$ cat src/rtl/ntr_cmd_responder_pkg.sv
// Shared state encoding, opcode constants and sizing helper for the NTR command responder.
package ntr_cmd_responder_pkg;

  typedef enum logic [1:0] {
    ST_IDLE = 2'd0,
    ST_LEAD = 2'd1,
    ST_CMD  = 2'd2,
    ST_RESP = 2'd3
  } ntr_state_t;

  localparam logic [7:0] NTR_CMD_CHIPID = 8'h90;
  localparam logic [7:0] NTR_CMD_DUMMY  = 8'h9F;
  localparam logic [7:0] NTR_CMD_HEADER = 8'h00;

  // Counter width able to hold 0..n-1, never narrower than one bit.
  function automatic int cnt_width(input int n);
    return (n > 1) ? $clog2(n) : 1;
  endfunction

endpackage

$ cat src/rtl/ntr_cmd_responder_sync_edge.sv
// Multi-flop synchroniser for one async bus line with registered rise/fall pulses.
module ntr_cmd_responder_sync_edge #(
  parameter int   SYNC_STAGES = 2,
  parameter logic RESET_VAL   = 1'b0
) (
  input  logic clk,
  input  logic rst,
  input  logic sig,
  output logic rise,
  output logic fall
);

  logic [SYNC_STAGES-1:0] stage;
  logic                   prev;

  always_ff @(posedge clk or posedge rst) begin
    if (rst) begin
      stage <= {SYNC_STAGES{RESET_VAL}};
      prev  <= RESET_VAL;
      rise  <= 1'b0;
      fall  <= 1'b0;
    end else begin
      stage <= {stage[SYNC_STAGES-2:0], sig};
      prev  <= stage[SYNC_STAGES-1];
      rise  <= stage[SYNC_STAGES-1] & ~prev;
      fall  <= ~stage[SYNC_STAGES-1] & prev;
    end
  end

endmodule

$ cat src/rtl/ntr_cmd_responder.sv
// NTR cartridge-bus slave: captures a fixed-length command after dummy edges,
// then drives response bytes from a ready/valid stream on each bus clock fall.
module ntr_cmd_responder
  import ntr_cmd_responder_pkg::*;
#(
  parameter int                DATA_W      = 8,
  parameter int                CMD_BYTES   = 8,
  parameter int                LEAD_EDGES  = 1,
  parameter int                SYNC_STAGES = 2,
  parameter logic [DATA_W-1:0] FILL_BYTE   = 8'hFF,
  parameter int                CNT_W       = 12
) (
  input  logic                          clk,
  input  logic                          rst,
  input  logic                          ntr_clk,
  input  logic                          ntr_cs1,
  input  logic [DATA_W-1:0]             ntr_din,
  output logic [DATA_W-1:0]             ntr_dout,
  output logic                          ntr_oe,
  output logic [CMD_BYTES*DATA_W-1:0]   cmd_data,
  output logic                          cmd_valid,
  input  logic [DATA_W-1:0]             resp_data,
  input  logic                          resp_valid,
  output logic                          resp_ready,
  output logic [CNT_W-1:0]              resp_cnt,
  output logic                          underrun,
  output logic                          abort
);

  localparam int CW     = CMD_BYTES * DATA_W;
  localparam int LEAD_W = cnt_width(LEAD_EDGES);
  localparam int BYTE_W = cnt_width(CMD_BYTES);
  localparam logic [LEAD_W-1:0] LEAD_LAST = LEAD_W'((LEAD_EDGES > 0) ? LEAD_EDGES - 1 : 0);
  localparam logic [BYTE_W-1:0] BYTE_LAST = BYTE_W'(CMD_BYTES - 1);

  logic rise, fall, cs_rise, cs_fall;

  ntr_cmd_responder_sync_edge #(.SYNC_STAGES(SYNC_STAGES), .RESET_VAL(1'b0)) u_clk_edge (
    .clk(clk), .rst(rst), .sig(ntr_clk), .rise(rise), .fall(fall)
  );

  ntr_cmd_responder_sync_edge #(.SYNC_STAGES(SYNC_STAGES), .RESET_VAL(1'b1)) u_cs_edge (
    .clk(clk), .rst(rst), .sig(ntr_cs1), .rise(cs_rise), .fall(cs_fall)
  );

  // Data path delayed to line up with the registered edge pulses.
  logic [DATA_W-1:0] din_pipe [SYNC_STAGES+1];

  genvar gi;
  generate
    for (gi = 0; gi <= SYNC_STAGES; gi++) begin : g_din
      always_ff @(posedge clk or posedge rst) begin
        if (rst)
          din_pipe[gi] <= '0;
        else if (gi == 0)
          din_pipe[gi] <= ntr_din;
        else
          din_pipe[gi] <= din_pipe[(gi > 0) ? gi - 1 : 0];
      end
    end
  endgenerate

  ntr_state_t          state_reg, state_next;
  logic [LEAD_W-1:0]   lead_reg, lead_next;
  logic [BYTE_W-1:0]   byte_reg, byte_next;
  logic [CW-1:0]       shift_reg, shift_next, shifted;
  logic [CW-1:0]       cmd_reg, cmd_next;
  logic                cmd_valid_reg, cmd_valid_next;
  logic                abort_reg, abort_next;
  logic                oe_reg, oe_next;
  logic [DATA_W-1:0]   dout_reg, dout_next;
  logic [CNT_W-1:0]    cnt_reg, cnt_next;
  logic                under_reg, under_next;

  assign shifted = CW'({shift_reg, din_pipe[SYNC_STAGES]});

  always_comb begin
    state_next     = state_reg;
    lead_next      = lead_reg;
    byte_next      = byte_reg;
    shift_next     = shift_reg;
    cmd_next       = cmd_reg;
    cmd_valid_next = 1'b0;
    abort_next     = 1'b0;
    oe_next        = oe_reg;
    dout_next      = dout_reg;
    cnt_next       = cnt_reg;
    under_next     = under_reg;
    resp_ready     = 1'b0;

    // End of transfer has priority over any bus edge seen in the same cycle.
    if (cs_rise) begin
      state_next = ST_IDLE;
      oe_next    = 1'b0;
      abort_next = (state_reg == ST_LEAD) || (state_reg == ST_CMD);
    end else begin
      case (state_reg)
        ST_IDLE: if (cs_fall) begin
          state_next = (LEAD_EDGES > 0) ? ST_LEAD : ST_CMD;
          lead_next  = '0;
          byte_next  = '0;
          cnt_next   = '0;
          under_next = 1'b0;
        end
        ST_LEAD: if (rise) begin
          if (lead_reg == LEAD_LAST) state_next = ST_CMD;
          else                       lead_next  = lead_reg + 1'b1;
        end
        ST_CMD: if (rise) begin
          shift_next = shifted;
          if (byte_reg == BYTE_LAST) begin
            cmd_next       = shifted;
            cmd_valid_next = 1'b1;
            state_next     = ST_RESP;
          end else begin
            byte_next = byte_reg + 1'b1;
          end
        end
        ST_RESP: if (fall) begin
          oe_next = 1'b1;
          if (resp_valid) begin
            dout_next  = resp_data;
            resp_ready = 1'b1;
          end else begin
            dout_next  = FILL_BYTE;
            under_next = 1'b1;
          end
          if (cnt_reg != '1) cnt_next = cnt_reg + 1'b1;
        end
        default: state_next = ST_IDLE;
      endcase
    end
  end

  always_ff @(posedge clk or posedge rst) begin
    if (rst) begin
      state_reg     <= ST_IDLE;
      lead_reg      <= '0;
      byte_reg      <= '0;
      shift_reg     <= '0;
      cmd_reg       <= '0;
      cmd_valid_reg <= 1'b0;
      abort_reg     <= 1'b0;
      oe_reg        <= 1'b0;
      dout_reg      <= FILL_BYTE;
      cnt_reg       <= '0;
      under_reg     <= 1'b0;
    end else begin
      state_reg     <= state_next;
      lead_reg      <= lead_next;
      byte_reg      <= byte_next;
      shift_reg     <= shift_next;
      cmd_reg       <= cmd_next;
      cmd_valid_reg <= cmd_valid_next;
      abort_reg     <= abort_next;
      oe_reg        <= oe_next;
      dout_reg      <= dout_next;
      cnt_reg       <= cnt_next;
      under_reg     <= under_next;
    end
  end

  assign ntr_oe    = oe_reg & ~cs_rise;
  assign ntr_dout  = dout_reg;
  assign cmd_data  = cmd_reg;
  assign cmd_valid = cmd_valid_reg;
  assign abort     = abort_reg;
  assign resp_cnt  = cnt_reg;
  assign underrun  = under_reg;

endmodule

$ cat config.mk
export PLATFORM = sky130hd
export DESIGN_NAME = ntr_cmd_responder
export DESIGN_NICKNAME = d
export VERILOG_FILES = /design/src/rtl/ntr_cmd_responder_pkg.sv /design/src/rtl/ntr_cmd_responder_sync_edge.sv /design/src/rtl/ntr_cmd_responder.sv
export SDC_FILE = /design/constraint.sdc
export NUM_CORES = 1
export LEC_CHECK = 0
export CAP_MARGIN = 10
export CORE_ASPECT_RATIO = 0.5
export CORE_UTILIZATION = 62
export DETAILED_ROUTE_END_ITERATION = 8
export DONT_BUFFER_PORTS = 1
export PLACE_DENSITY = 0.8
export RECOVER_POWER = 100
export SYNTH_ARGS = -nofsm -noshare
export SYNTH_HDL_FRONTEND = slang
export SYNTH_SLANG_ARGS = --single-unit
$ cat constraint.sdc
create_clock -name clk -period 7.2 [get_ports clk]
set_input_delay 0.72 -clock clk [delete_from_list [all_inputs] [get_ports clk]]
set_output_delay 0.72 -clock clk [all_outputs]
set_load 0.05 [all_outputs]
Word level (Yosys, flattened, before mapping) --
Cells that the tools add are included.
Word-level totals: output and inout bits 89, bits of input ports 21, logic and storage cells 104, register bits 184
Operators by class: reductions and logical operators 17, bitwise operators 10, equality and inequality tests 17, add/sub/neg operators 3, multiplexer cells 35
Operators by type and width (number):
- 12-bit two-way mux | 3
- 12-bit case mux with 2 select lines | 1
- 1-bit two-way mux | 17
- 5-bit AND reduction | 3
- 12-bit by 1-bit adder with 12-bit output (second input constant) | 1
- 2-bit two-way mux | 6
- 12-bit inequality test (second input constant) | 1
- 3-bit by 1-bit inequality test with 1-bit output (second input constant) | 4
- 2-bit nonzero test | 5
- 3-bit two-way mux | 3
- 8-bit two-way mux | 1
- 2-bit by 1-bit inequality test with 1-bit output (second input constant) | 4
- 4-bit AND reduction | 2
- 2-bit inequality test (second input constant) | 3
- 2-bit case mux with 3 select lines | 1
- 3-bit case mux with 2 select lines | 1
- 3-bit AND reduction | 2
- 6-bit AND reduction | 1
- 1-bit bitwise AND | 5
- 1-bit inverter | 5
- 2-bit equality test (second input constant) | 2
- 1-bit case mux with 2 select lines | 2
- 4-bit nonzero test | 1
- 3-bit by 1-bit adder with 3-bit output (second input constant) | 1
- other kinds (7) | 7

Logic depth before layout (Yosys ltp) --
Gate-level depths: netlist of run 1.
word-level depth 5, mapped depth 8, mapped depth without buffers 6

Hierarchy --
From an unflattened synthesis of run 1, not the netlist that was laid out.
Second synthesis, totals: cell total of the unflattened synthesis 461, area, all modules 6972.9 sq um
By module, submodules not included:
- ntr_cmd_responder | area each 6681.4 sq um, cells each 445, seq. area each 4339.2 sq um, instances 1
- ntr_cmd_responder_sync_edge (u_cs_edge) | area each 147.6 sq um, cells each 8, seq. area each 128.9 sq um, instances 1
- ntr_cmd_responder_sync_edge (u_clk_edge) | area each 143.9 sq um, cells each 8, seq. area each 125.1 sq um, instances 1

Worst setup path before layout of run 1 --
OpenSTA, ideal clock, no wires.
path type register -> output, start point register state_reg[0], end point output resp_ready, data required time 6.480 ns, setup slack 4.749 ns, buffers on the path 2, stages on the path, launching flop included 6, data arrival time 1.731 ns, cells stage by stage dfrtp_1 -> ha_1 -> buf_2 -> nand3b_2 -> clkbuf_1 -> nor2_1
Between the ends: longest elaborated chain between the ends 3
RTL lines:
- start: declaration | line ntr_cmd_responder.sv:63 | ntr_state_t state_reg, state_next;
- start signal: assignment | line ntr_cmd_responder.sv:149 | state_reg <= state_next;
- 2-bit equality test | line ntr_cmd_responder.sv:97 | case (state_reg)
- 1-bit two-way mux | line ntr_cmd_responder.sv:97
- 1-bit two-way mux | line ntr_cmd_responder.sv:92 | if (cs_rise) begin
- end: declaration | line ntr_cmd_responder.sv:24 | output logic resp_ready,
Every way passes these cells.

Worst setup path after layout of run 1 --
start point register byte_reg[0], end point register cmd_reg[18] (netlist: cmd_data[18])
Between the ends: longest elaborated chain between the ends 2
RTL lines:
- start: declaration | line ntr_cmd_responder.sv:65 | logic [BYTE_W-1:0] byte_reg, byte_next;
- start signal: assignment | line ntr_cmd_responder.sv:151 | byte_reg <= byte_next;
- 3-bit equality test | line ntr_cmd_responder.sv:111 | if (byte_reg == BYTE_LAST) begin
- 4-bit AND reduction (no source line)
- end signal: assignment | line ntr_cmd_responder.sv:153 | cmd_reg <= cmd_next;
- end: declaration | line ntr_cmd_responder.sv:67 | logic [CW-1:0] cmd_reg, cmd_next;
Every way passes these cells. A chain may end at the register's enable or synchronous reset.

==> results.yml, run 1 <==
timing:
  setup_ws_ns: 2.93
  max-slew-margin-rel_pct: -158
  fin_crit_sh_pct: 59.3
  slew_violations: 217
  rsz0062_at_grt: "no"
  final_hold_viol_count: 0
  final.min_clock_period_ns: 4.27
  fin_skew_ns: 0.00807
  fmax_ghz: 0.234
  worstMarginPinSlew_ns: 3.86
  final-setup-viol-count: 0
  whs_ns: 0.297
  fin_setup_tns_ns: 0
global_routing:
  grtUsageTotal_pct: 21.2
  grt_pass1_vias: 3679
  antenna_found_initial: 0
  grt_pass1_wl_um: 18700
  grt_max_degree: 94
  overflow: 0
synthesis:
  synthArstFlopShare_pct: 100
  yosysSeqAreaShare_pct: 66.0
  synth_edf_count: 0
  syn_nets: 502
  synth-compound-area-share_pct: 4.87
  synthMuxAreaShare_pct: 19.7
  synth_top_family_by_area: "multiplexers"
  synth_cells: 473
  yosysTopAreaCellShare_pct: 61.9
  yosys_warnings: 0
  synth_simple_gate_area_share_pct: 5.27
  synth_area_leaders: "dfrtp_1 62%, mux2_2 19%, dfstp_2 4.2%"
  synth_seq_cells: 183
  synth_ff_type: "dfrtp_1"
  synth_xor_area_share_pct: 0
  ys_types: 47
  synth_top_cell_by_area: "dfrtp_1"
  synth_area_um2: 6960
  syn_area_per_cell_um2: 14.7
  synth_adder_area_share_pct: 1.44
clock_network:
  h-tree-depth: 4
  cts_buffers: 17
  clk_pin_slew_ns: 0.07
  cts-root-buf: "clkbuf_16"
  hold_buffers: 0
  cts_resized: 0
  clock-sinks: 183
  post_cts.repair.setup_buffers: 0
  clk_latency_ns: 0.42
  cts_tree: "yes"
  clockBufferDepth: 2
route:
  via_per_inst: 5.84
  drt-total-wl_um: 11300
  drt_iter0_markers: 160
  vias: 3659
  dr.pass1.iters: 6
  drc: 0
  routed_wire_length_per_instance_um: 18.0
  ant_nets: 0
floorplanning:
  start_util_pct: 66.0
  ios: 110
  fp-row-count: 26
  die_y_um: 76.9
  core-area_um2: 10500
  die_area_um2: 11700
  die_w_um: 152
layout:
  antennaDiodeCount: 0
  area_growth_pct: 9.55
  largest_reg_flops: 64
  drive_gt1_share_pct: 34.1
  fin_nets: 503
  stdcell_count: 627
pwr:
  p_leak_nw: 3.75
  pwr_density_cell_nw_per_um2: 330
  ir_drop_mv: 0.198
worst_setup_path:
  crit_path_cell_trace: "ha_1 -> ha_1 -> nand4_1 -> clkbuf_1 -> mux2_2"
  critPathTopFamily: "buffers and inverters"
  crit_required_ns: 7.49
  critPathLaunchType: "flop"
  crit_arrival_ns: 4.56
  cp-end-kind: "flop"
  crit_fanout: 65
  reg2reg_setup_slack_ns: 2.93
  crit_top_cell: "ha_1"
  slowest_stage: "clkbuf_1"
  r2r_cells: 5
  cp.depth: 5
  crit_buf_inv: 1
  max_stage_delay_ns: 2.55
  crit_type: "flop to flop"
placed_design:
  pre_cts_ws_ns: 4.38
  dp_hpwl_um: 6770
  dp_cells: 594
  gp_congestion: 0.868
  io_buffers: 0
min_path:
  worstHoldPathCells: 0
  hp-class: "input port to flop"
run_status:
  status: "finished, violations left"
  violations: "max-capacitance violations, max-slew violations"
flow_run:
  maxCapViolCount: 3
cell usage in the layout, fill, tap and decap left out, types with 2 or more instances in the layout:
cell / n
and3_2: 2
inv_8: 3
a21oi_1: 7
clkinvlp_4: 3
a22o_1: 2
clkbuf_16: 17
nand4_1: 4
a2bb2oi_1: 2
nand2_1: 20
ha_1: 8
clkbuf_8: 2
dfstp_2: 2
a41oi_1: 3
o311ai_0: 2
dfstp_1: 9
nand3_1: 2
nor2_1: 16
o21ai_0: 18
or3_1: 2
inv_1: 14
nor2b_1: 6
dfrtp_1: 172
inv_6: 6
nand3_2: 3
clkbuf_1: 3
a31oi_1: 10
and3_1: 2
mux2i_1: 2
nor3_1: 2
nand2b_1: 2
o21ai_1: 2
mux2_2: 120
final timing paths:
kind | endpoint | from
max | cmd_data[18] | byte_reg[0]
min | u_cs_edge.stage[0] | ntr_cs1
max reg2reg | cmd_data[18] | byte_reg[0]
min reg2reg | din_pipe[8] | din_pipe[16]
max in group asynchronous | ntr_dout[4] | rst
min in group asynchronous | shift_reg[43] | rst
Yosys cell counts (all sizes together) (2+ instances only):
| master | number |
|---|---|
| dfrtp | 172 |
| mux2 | 120 |
| nand2 | 20 |
| o21ai | 20 |
| buf | 19 |
| inv | 16 |
| nor2 | 16 |
| dfstp | 11 |
| a31oi | 10 |
| ha | 8 |
| a21oi | 7 |
| nor2b | 6 |
| nand3 | 5 |
| a41oi | 4 |
| and3 | 4 |
| nand4 | 4 |
| clkbuf | 3 |
| a22o | 2 |
| a2bb2oi | 2 |
| mux2i | 2 |
| nand2b | 2 |
| nor3 | 2 |
| o311ai | 2 |
| or3 | 2 |
| or4 | 2 |
report_power, final:
group	total (mW)	internal (mW)	switching, mW
clock	0.892	0.477	0.415
combinational	0.261	0.121	0.140
sequential	1.36	1.16	0.197
total	2.51	1.76	0.752
metal layers:
layer | wire, µm | vias to the layer above | part of all wire, % | global-route usage [%]
met5 | 0 | - | 0 | 0
met4 | 102 | 0 | 0.90 | 5.64
met3 | 910 | 12 | 8.1 | 9.23
met2 | 5280 | 116 | 47 | 32.8
met1 | 4990 | 1864 | 44 | 27.3
li1 | - | 1667 | - | -
kinds of logic after synthesis:
| family | count (synthesis) |
|---|---|
| flip-flops | 183 |
| multiplexers | 122 |
| AND/OR/NAND/NOR | 69 |
| AO/OA/AOI/OAI | 52 |
| buffers and inverters | 39 |
| adder cells (fa/ha/maj) | 8 |
cell type report:
cell class | instances | area [µm²]
clock buffers | 19 | 453
clock inverters | 13 | 125
fillers | 701 | 2920
inverters | 17 | 65.1
multi-input cells | 251 | 2170
flip-flops and latches | 183 | 4590
well taps | 140 | 175
repair buffers | 4 | 38.8
metrics by stage:
stage	util, %	area [µm²]	power, mW
5_1_grt	72.3	7620	2.64
3_3_place_gp	66.8	7040	1.62
6_report	72.3	7620	2.51
2_1_floorplan	-	6960	1.58
3_5_place_dp	66.8	7040	1.64
4_1_cts	72.3	7620	2.54
Note: power is estimated with default switching activity, not from simulation.
==> run 2, diff against run 1 <==
clock period = 3.93 ns   (was 7.2 ns; I/O delays follow)
==> results.yml, run 2 (synthesis results as in run 1) <==
run_status:
  status: "finished, violations left"
  violations: "max-capacitance violations, max-slew violations"
worst_setup_path:
  crit_arrival_ns: 3.39
  crit_fanout: 30
  cp-end-kind: "flop"
  crit_type: "flop to flop"
  critPathLaunchType: "flop"
  crit_required_ns: 4.22
layout:
  final_common_cell: "dfrtp_1"
  multiInputGateArea_um2: 2160
  largest_reg_flops: 64
  antennaDiodeCount: 0
  final_area_um2: 7730
  area_growth_pct: 11.1
  drive_gt1_share_pct: 33.4
  final_cell_mix: "172 x dfrtp_1, 120 x mux2_2, 20 x nand2_1, 18 x o21ai_0, 17 x clkbuf_16"
  num-fill-cells: 676
  fin_nets: 516
  final-seq-area_um2: 4590
pwr:
  pwr_density_cell_nw_per_um2: 595
  p_leak_nw: 3.80
  ir_drop_mv: 0.346
  power_mw: 4.60
floorplanning:
  die_w_um: 152
  die_area_um2: 11700
  core-area_um2: 10500
  fp-row-count: 26
  ios: 110
  start_util_pct: 66.0
  die_y_um: 76.9
clock_network:
  clockBufferDepth: 2
  cts-root-buf: "clkbuf_16"
  hold_buffers: 10
  cts_resized: 0
  cts_tree: "yes"
  clk_latency_ns: 0.41
  cts_buffers: 17
  post_cts.repair.setup_buffers: 0
  clk_pin_slew_ns: 0.07
  h-tree-depth: 4
  clock-sinks: 183
timing:
  setup_ws_ns: 0.837
  worstMarginPinSlew_ns: 1.64
  fin_skew_ns: 0.00928
  rsz0062_at_grt: "no"
  fin_setup_tns_ns: 0
  final.min_clock_period_ns: 3.09
  fmax_ghz: 0.323
  final-setup-viol-count: 0
  slew_violations: 37
  fin_crit_sh_pct: 78.7
  final_hold_viol_count: 0
  max-slew-margin-rel_pct: -9.99
route:
  via_per_inst: 5.77
  drt_iter0_markers: 150
  dr.pass1.iters: 5
  routed_wire_length_per_instance_um: 17.6
  vias: 3692
  drc: 0
  drt-total-wl_um: 11300
  ant_nets: 0
min_path:
  hp-class: "input port to flop"
placed_design:
  gp_congestion: 0.858
  dp_hpwl_um: 7370
  placed_cell_area_um2: 7080
  io_buffers: 0
  pre_cts_ws_ns: 1.44
global_routing:
  grt_pass1_wl_um: 19000
  grt_max_degree: 94
  grtUsageTotal_pct: 21.4
  grt_pass1_vias: 3793
  overflow: 0
  antenna_found_initial: 0
flow_run:
  maxCapViolCount: 1
[run 2: worst paths after layout]
kind	startpoint	slack [ns]	end	depth (start not counted)
min in group asynchronous	rst	0.26	state_reg[0]	1
hold / removal	resp_data[4]	0.15	ntr_dout[4]	2
setup / recovery	state_reg[0]	0.84	shift_reg[43]	5
max in group asynchronous	rst	1.71	underrun	2
setup reg to reg	state_reg[0]	0.84	shift_reg[43]	5
hold reg to reg	din_pipe[21]	0.35	din_pipe[13]	0
[run 2: worst max-delay path, stage by stage, from the launching register on]
cell      delay [ns]
dfrtp_1         0.44
inv_1           0.11
ha_1            0.34
nand3_1         1.03
clkbuf_2        0.66
mux2_2          0.39
[run 2: power breakdown]
part	total (mW)	switching [mW]	internal, mW
Combinational	0.477	0.251	0.225
Sequential	2.49	0.365	2.13
Clock	1.63	0.781	0.852
[run 2: area by class of cell]
cell class	count	area share, %
clock inverters	15	2.07
flip-flops and latches	183	59.4
well taps	140	2.27
repair buffers	17	1.88
clock buffers	17	5.50
multi-input cells	251	28.0
inverters	17	0.842
[run 2: per-layer routing]
layer / GRT usage [%] / wire (µm) / share of wire [%] / up-vias
li1: - / - / - / 1703
met1: 27.0 / 4910 / 44 / 1876
met2: 34.4 / 5430 / 48 / 101
met3: 7.68 / 811 / 7.2 / 12
met4: 7.03 / 121 / 1.1 / 0
met5: 0 / 0 / 0 / -
[run 2: per-stage QoR]
stage / instances / hold WS (ns) / util [%]
detailed placement: 598 / 0.335 / 67.2
global placement: 598 / 0.331 / 67.2
finish: 640 / 0.147 / 73.3
CTS: 640 / 0.0113 / 73.7
floorplan: 473 / 0.331 / -
global route: 640 / 0.136 / 73.3
==> run 3, diff against run 2 <==
clock period = 2.9 ns   (was 3.93 ns; I/O delays follow)
==> results.yml, run 3 (synthesis results as in run 1) <==
timing:
  rsz0062_at_grt: "no"
  fmax_ghz: 0.399
  final_hold_viol_count: 0
  whs_ns: 0.0272
  final.min_clock_period_ns: 2.50
  slew_violations: 0
  fin_skew_ns: 0.00924
  fin_crit_sh_pct: 86.4
  final-setup-viol-count: 0
  max-slew-margin-rel_pct: 15.6
  fin_setup_tns_ns: 0
  worstMarginPinSlew_ns: 1.27
clock_network:
  cts_buffers: 17
  cts_tree: "yes"
  post_cts.repair.setup_buffers: 0
  clk_latency_ns: 0.42
  clk_pin_slew_ns: 0.07
  h-tree-depth: 4
  clock-sinks: 183
  clockBufferDepth: 2
  cts-root-buf: "clkbuf_16"
worst_setup_path:
  slowest_stage: "or4_4"
  crit_type: "flop to flop"
  crit_arrival_ns: 2.76
  rr_endpoint: "resp_cnt[4]"
  cp-end-kind: "flop"
  reg2reg_setup_slack_ns: 0.40
  r2r-start: "resp_cnt[1]"
  crit_fanout: 7
  critPathTopFamily: "simple AND/OR/NAND/NOR gates"
  max_stage_delay_ns: 0.65
  critPathLaunchType: "flop"
  startpoint: "resp_cnt[1]"
  cp.depth: 6
  endpoint: "resp_cnt[4]"
  crit_required_ns: 3.16
  r2r_cells: 6
  crit_top_cell: "a31oi_1"
  crit_buf_inv: 1
  crit_path_cell_trace: "clkbuf_1 -> ha_1 -> nand3_1 -> or4_4 -> a31oi_1 -> a31oi_1"
route:
  via_per_inst: 5.79
  drc: 0
  wl_met1_um: 5090
  drt_iter0_markers: 131
  drt-total-wl_um: 11600
  routed_wire_length_per_instance_um: 18.0
  wl_met2_um: 5600
  vias: 3729
  dr.pass1.iters: 4
  top_layer: "met4"
  dr_wl_met3_um: 801
  ant_nets: 0
pwr:
  ir_drop_mv: 0.434
  p_sw_mw: 1.88
  pwr_density_cell_nw_per_um2: 814
  p_sw_share_pct: 29.9
  internal-power_mw: 4.42
  pwr-share-seq_pct: 53.1
  combPwrFrac_pct: 11.0
  p_clk_share_pct: 35.9
  p_leak_nw: 3.82
layout:
  final_cell_mix: "172 x dfrtp_1, 120 x mux2_2, 20 x nand2_1, 20 x o21ai_0, 17 x clkbuf_16"
  drive_gt1_share_pct: 33.7
  area_growth_pct: 11.4
  multiInputGateArea_um2: 2170
  largest_reg_flops: 64
  final-seq-area_um2: 4590
  num-fill-cells: 664
  antennaDiodeCount: 0
  final_common_cell: "dfrtp_1"
  fin_nets: 520
global_routing:
  grt_pass1_wl_um: 19100
  grtUsageTotal_pct: 21.7
  overflow: 0
  grt_max_degree: 92
  grt_pass1_vias: 3819
  antenna_found_initial: 0
floorplanning:
  core-area_um2: 10500
  die_area_um2: 11700
  die_y_um: 76.9
  ios: 110
  die_w_um: 152
  start_util_pct: 66.0
  fp-row-count: 26
placed_design:
  gp_congestion: 0.863
  io_buffers: 0
  dp_hpwl_um: 7280
min_path:
  hp-class: "input port to flop"
flow_run:
  maxCapViolCount: 0
run_status:
  status: "complete, no violations"
run 3: changes by cell type in the layout (fill, tap and decap cells not counted), sizes merged:
| cell | before | now |
|---|---|---|
| bufinv | 0 | 1 |
| dlygate4sd3 | 10 | 11 |
| inv | 22 | 23 |
| clkinv | 7 | 5 |
| clkbuf | 23 | 27 |
| clkinvlp | 3 | 2 |
run 3: worst min-delay path by stage:
stage | to | cells after the start | from | slack, ns
after floorplan | u_cs_edge.stage[0] | 0 | ntr_cs1 | 0.29
after global placement | cmd_data[59] | 1 | rst | 0.21
after detailed placement | cmd_data[59] | 1 | rst | 0.22
after CTS | ntr_dout[0] | 2 | resp_data[0] | 0.006
after global routing | ntr_dout[2] | 2 | resp_data[2] | 0.04
final | ntr_dout[0] | 2 | resp_data[0] | 0.03
run 3: worst register-to-register path, delay by kind of cell, from the launching register on:
| kind | cells | cell delay [ns] |
|---|---|---|
| compound gates | 2 | 0.25 |
| fa+ha+maj | 1 | 0.34 |
| buf+inv | 1 | 0.60 |
| flops | 1 | 0.32 |
| simple gates | 2 | 0.84 |
run 3: power by group through the flow:
stage	clock network (mW)	registers, mW	logic, mW
4_1_cts	2.31	3.37	0.719
5_1_grt	2.40	3.40	0.791
2_1_floorplan	0	3.36	0.563
3_5_place_dp	0	3.42	0.690
3_3_place_gp	0	3.39	0.654
6_report	2.26	3.35	0.694
run 3: what timing repair did:
| item | in CTS | in global routing |
|---|---|---|
| resized for setup | 0 | 0 |
| hold endpoints to repair | 30 | 0 |
| hold buffers | 11 | 0 |
run 3: layout make-up:
| class | instances | share of cell area (%) |
|---|---|---|
| flip-flops and latches | 183 | 59.3 |
| clock inverters | 14 | 2.02 |
| multi-input cells | 251 | 28.0 |
| repair buffers | 21 | 2.07 |
| inverters | 17 | 0.840 |
| well taps | 140 | 2.26 |
| clock buffers | 18 | 5.54 |
run 3: per-layer routing:
metal / GRT usage, % / up-vias
met3: 6.79 / 12
met4: 7.13 / 0
met5: 0 / -
li1: - / 1711
met2: 35.1 / 115
met1: 28.0 / 1891
run 3: metrics by stage:
stage          util [%]  cell area, µm²  std cells  power (mW)  setup WS (ns)
3_5_place_dp       67.7            7130        601        4.11          0.580
6_report           73.5            7750        644        6.31          0.396
2_1_floorplan         -            6960        473        3.92          0.268
4_1_cts            74.3            7830        644        6.40          0.478
5_1_grt            73.5            7750        644        6.59          0.220
3_3_place_gp       67.7            7130        601        4.05          0.694
